[src/rtl/demux_pkg.sv]
// Shared constants and select encoding for the buffered 1:4 result demultiplexer.
package demux_pkg;

  localparam int unsigned DATA_W_DEFAULT = 32;
  localparam int unsigned DROP_W_DEFAULT = 8;
  localparam int unsigned NUM_CH         = 4;
  localparam int unsigned SEL_W          = 2;

  typedef enum logic [SEL_W-1:0] {
    CH0 = 2'b00,
    CH1 = 2'b01,
    CH2 = 2'b10,
    CH3 = 2'b11
  } ch_sel_e;

  // One-hot destination for a channel select.
  function automatic logic [NUM_CH-1:0] sel_onehot(input ch_sel_e sel);
    logic [NUM_CH-1:0] oh;
    oh = '0;
    case (sel)
      CH0:     oh[0] = 1'b1;
      CH1:     oh[1] = 1'b1;
      CH2:     oh[2] = 1'b1;
      CH3:     oh[3] = 1'b1;
      default: oh = '0;
    endcase
    return oh;
  endfunction

endpackage

[src/rtl/demux_slot.sv]
// One-entry output register for a single demux channel; a load overrides a drain
// in the same cycle so a streaming channel never bubbles.
module demux_slot
  import demux_pkg::*;
#(
  parameter int unsigned DATA_W = DATA_W_DEFAULT
) (
  input  logic              clk,
  input  logic              rst,
  input  logic              load,
  input  logic [DATA_W-1:0] load_data,
  input  logic              out_ready,
  output logic              out_valid,
  output logic [DATA_W-1:0] out_data,
  output logic              can_accept
);

  logic              valid_q, valid_d;
  logic [DATA_W-1:0] data_q, data_d;

  always_comb begin
    valid_d = valid_q;
    data_d  = data_q;
    if (load) begin
      valid_d = 1'b1;
      data_d  = load_data;
    end else if (valid_q && out_ready) begin
      valid_d = 1'b0;
    end
  end

  always_ff @(posedge clk or posedge rst) begin
    if (rst) begin
      valid_q <= 1'b0;
      data_q  <= '0;
    end else begin
      valid_q <= valid_d;
      data_q  <= data_d;
    end
  end

  assign out_valid  = valid_q;
  assign out_data   = data_q;
  assign can_accept = ~valid_q | out_ready;

endmodule

[src/rtl/demux1_4_buf.sv]
// Buffered 1:4 demultiplexer: routes one valid/ready result stream to four
// independently drained one-entry channel slots; disabled channels drop and count.
module demux1_4_buf
  import demux_pkg::*;
#(
  parameter int unsigned DATA_W = DATA_W_DEFAULT,
  parameter int unsigned DROP_W = DROP_W_DEFAULT
) (
  input  logic              clk,
  input  logic              rst,
  input  logic [DATA_W-1:0] in_data,
  input  logic [SEL_W-1:0]  in_sel,
  input  logic              in_valid,
  output logic              in_ready,
  input  logic [NUM_CH-1:0] ch_en,
  output logic [DATA_W-1:0] out_data0,
  output logic [DATA_W-1:0] out_data1,
  output logic [DATA_W-1:0] out_data2,
  output logic [DATA_W-1:0] out_data3,
  output logic [NUM_CH-1:0] out_valid,
  input  logic [NUM_CH-1:0] out_ready,
  output logic [DROP_W-1:0] drop_cnt
);

  ch_sel_e           sel;
  logic [NUM_CH-1:0] sel_oh;
  logic [NUM_CH-1:0] load;
  logic [NUM_CH-1:0] can_accept;
  logic              sel_en;
  logic              in_fire;
  logic              drop_fire;
  logic [DATA_W-1:0] slot_data [NUM_CH];
  logic [DROP_W-1:0] drop_q, drop_d;

  assign sel = ch_sel_e'(in_sel);

  // Disabled destinations always accept (and drop); otherwise a single mux
  // passes the selected slot's can_accept straight through.
  always_comb begin
    sel_oh    = sel_onehot(sel);
    sel_en    = ch_en[in_sel];
    in_ready  = sel_en ? can_accept[in_sel] : 1'b1;
    in_fire   = in_valid & in_ready;
    load      = {NUM_CH{in_fire & sel_en}} & sel_oh;
    drop_fire = in_fire & ~sel_en;
  end

  always_comb begin
    drop_d = drop_q;
    if (drop_fire && (drop_q != {DROP_W{1'b1}})) begin
      drop_d = drop_q + DROP_W'(1);
    end
  end

  always_ff @(posedge clk or posedge rst) begin
    if (rst) begin
      drop_q <= '0;
    end else begin
      drop_q <= drop_d;
    end
  end

  for (genvar g = 0; g < NUM_CH; g++) begin : g_slot
    demux_slot #(
      .DATA_W(DATA_W)
    ) u_slot (
      .clk       (clk),
      .rst       (rst),
      .load      (load[g]),
      .load_data (in_data),
      .out_ready (out_ready[g]),
      .out_valid (out_valid[g]),
      .out_data  (slot_data[g]),
      .can_accept(can_accept[g])
    );
  end

  assign out_data0 = slot_data[0];
  assign out_data1 = slot_data[1];
  assign out_data2 = slot_data[2];
  assign out_data3 = slot_data[3];
  assign drop_cnt  = drop_q;

endmodule

[config.mk]
export PLATFORM = sky130hd
export DESIGN_NAME = demux1_4_buf
export DESIGN_NICKNAME = d
export VERILOG_FILES = /design/src/rtl/demux_pkg.sv /design/src/rtl/demux_slot.sv /design/src/rtl/demux1_4_buf.sv
export SDC_FILE = /design/constraint.sdc
export NUM_CORES = 1
export LEC_CHECK = 0
export BUFFER_PORTS_ARGS = -buffer_cell sky130_fd_sc_hd__buf_2
export CAP_MARGIN = 15
export CELL_PAD_IN_SITES_DETAIL_PLACEMENT = 1
export CELL_PAD_IN_SITES_GLOBAL_PLACEMENT = 1
export CORE_MARGIN = 2
export CORE_UTILIZATION = 35
export CTS_CLUSTER_SIZE = 28
export DETAILED_ROUTE_END_ITERATION = 16
export GPL_TIMING_DRIVEN = 0
export HOLD_SLACK_MARGIN = 0.03
export PLACE_DENSITY = 0.76
export SYNTH_ARGS = -nofsm -noshare
export SYNTH_HDL_FRONTEND = slang
export SYNTH_SLANG_ARGS = --single-unit
[constraint.sdc]
create_clock -name clk -period 7.6 [get_ports clk]
set_clock_uncertainty 0.15 [all_clocks]
set_input_delay 0.76 -clock clk [delete_from_list [all_inputs] [get_ports clk]]
set_output_delay 0.76 -clock clk [all_outputs]
set_load 0.1 [all_outputs]
==> metrics.md <==
| Metric | Value |
|---|---|
| PortBufs | 184 |
| Req. time, crit path | 6690 ps |
| Syn Inst Count | 330 |
| Placeable Area | 0.0151 mm^2 |
| Pre-Repair DR Iteration Count | 4 |
| Pin count of the biggest net entering global routing | 96 |
| Synthesis warning total | 0 |
| FP Rows | 45 |
| Cts hold-fix bufs | 0 |
| Area Growth Syn to Fin | 31.5% |
| #FFs+latches synth | 140 |
| R2r setup slk | 5660 ps |
| Critical path capture point type | output pin |
| Share of cells above drive strength 1 | 0.663 |
| Initial Utilization | 0.356 |
| Global-route wire length before repair | ~21000 um |
| Vias in the first global route | 3879 |
| Syn_nets | roughly 380 |
| Unrepaired setup endpoints after global routing | no |
| Hold WC Path Type | in -> async |
| CTS resizes | 0 |
| Slowest stage cell, crit path | mux4_2 |
| Status | complete, no violations |
| Antenna diodes | 0 |
| CP startpoint kind | input pin |
| Tmin final | about 2900 ps |
| Bufs and invs on worst path | 2 |
| Maximum clock path buffer count | 2 |
| Clock Tree Root | clkbuf_16 |
| Worst-path fanout max | 8 |
| Setup total negative slack | 0 ps |
| Drt wl/cell | 18.1 um |
| Die Wd | approximately 130 um |
| Seq/Total Area, Yosys | 0.653 |
| CTS tree | yes |
| Critical Path AT | a little under 2000 ps |
| Die area | 0.0163 mm^2 |
| H-tree depth | 4 |
| Post-CTS Setup Inserts | 0 |
| Max-slew violations | 0 |
| Clk pin slew, worst setup/hold paths | around 50 ps |
| Mapped Avg Cell Area | ~16 um^2 |
| RePlAce Congestion | 0.690 |
| Initial DRC Count | 131 |
| Die height | between 100 and 150 um |
| CP peak stage delay | 540 ps |
| Max_cap viols | 0 |
| Top achievable clock speed | 345 MHz |
| Final Hold Fails | 0 |
| CTS Buf Count | 17 |
| Busiest grt layer | met2 |
| Post-Syn Area | ~0.0054 mm^2 |
| Setup CP Type | in -> out |
| Max_slew headroom | 0.652 |
| Crit-path cells | buf_6, mux4_2, o211ai_1, buf_2 |
| Met2 usage | 0.284 |
| Sink Count | 140 |
| FILL cells | between 1500 and 2000 |
| Met1 GRT Util | 0.209 |
| Unique masters post-synth | 22 |
| Vias | 3485 |
| Initial antenna violation count | 0 |
| Detailed-route wire length | around 13000 um |
| Via/cell ratio | 4.75 |
| Worst-Skew Late Latency | approximately 410 ps |
| Count of final setup violators | 0 |
| Post-DP HPWL | 9580 um |
| Tot GR Track Use | 0.171 |
| # DRC | 0 |
| Fin crit share | 0.382 |
| Met3 Use GR | 0.0588 |
| Nets | 580 |
| CP top delay family | buffers and inverters |
| Worst Tran Pin Value | roughly 530 ps |
| Antenna-violating nets left | 0 |
| Global route overflow | 0 |
| IO Count | 186 |
| Final Util | 0.468 |
==> through the flow <==
step           setup slack (ps)  instance area [um^2]  cells  hold slack, ps
2_1_floorplan              2940                  5370    330             329
3_3_place_gp               1540                  6530    702             326
3_5_place_dp               4680                  6560    703             339
4_1_cts                    4680                  7060    734             230
5_1_grt                    4630                  7060    734             234
6_report                   4700                  7060    734             234
==> flip-flops by register name, summed over array words and instances (netlist names) <==
signal / cells
g_slot.u_slot.out_data: 128
drop_cnt: 8
g_slot.u_slot.out_valid: 4
==> routing by layer <==
metal,part of all wire,vias up
li1,-,1572
met1,0.41,1787
met2,0.51,111
met3,0.063,15
met4,0.012,0
met5,0,-
==> cells in the mapped netlist, drive strengths merged <==
master / count / area [um^2]
ha: 1 / 12.5
xnor2: 6 / 52.6
nor2b: 2 / 12.5
o21ai: 1 / 5.00
buf: 18 / 106
nand2b: 4 / 25.0
nand4: 4 / 25.0
and3: 3 / 18.8
xor2: 1 / 8.76
inv: 3 / 11.3
mux4: 1 / 22.5
nand2: 7 / 26.3
and4: 2 / 17.5
nor2: 2 / 7.51
mux2: 129 / 1450
o211ai: 2 / 15.0
dfrtp: 140 / 3500
nand4b: 2 / 17.5
a211oi: 1 / 20.0
and2b: 1 / 8.76
==> placed cells by master (no fill, tap or decap), drive strengths merged, types with 3 or more instances in the layout <==
cell type / synthesis / layout
buf: 18 / 203
dfrtp: 140 / 140
mux2: 129 / 129
clkbuf: 0 / 23
nand2: 7 / 7
clkinv: 0 / 7
xnor2: 6 / 6
nand2b: 4 / 4
nand4: 4 / 4
and3: 3 / 3
inv: 3 / 3
==> final cells by class <==
class | instances | area [um^2] | share of cell area
well taps | 188 | 235 | 0.0333
multi-input cells | 169 | 1750 | 0.248
flip-flops and latches | 140 | 3500 | 0.496
clock buffers | 23 | 458 | 0.0648
inverters | 3 | 16.3 | 0.00230
plain buffers | 18 | 106 | 0.0151
repair buffers | 185 | 948 | 0.134
clock inverters | 8 | 46.3 | 0.00656
==> path summary, 6_finish.rpt <==
path / start / endpoint / cells past startpoint
min reg2reg: drop_cnt[7] / drop_cnt[7] / 1
max reg2reg: g_slot[3].u_slot.out_valid / g_slot[3].u_slot.out_data[18] / 4
min: rst / g_slot[0].u_slot.out_data[9] / 2
min in group clk: drop_cnt[7] / drop_cnt[7] / 1
max: in_sel[0] / in_ready / 4
max in group asynchronous: rst / g_slot[1].u_slot.out_data[31] / 3
==> cells by family after synthesis <==
| kind of cell | Yosys count | share of synthesized area |
|---|---|---|
| flops | 140 | 0.653 |
| mux | 130 | 0.275 |
| simple gates | 27 | 0.0296 |
| buf+inv | 21 | 0.0219 |
| xor+xnor | 7 | 0.0114 |
| compound gates | 4 | 0.00746 |
| fa+ha+maj | 1 | 0.00233 |
==> worst register-to-register path: cells and delay by family, from the launching register on <==
family	cells	cell delay, ps
buffers and inverters	1	380
flip-flops	1	370
multiplexers	1	390
AND/OR/NAND/NOR	2	530
Power is not shown: default switching activity piles up to over one toggle a cycle in this logic, so the estimate is an artifact.
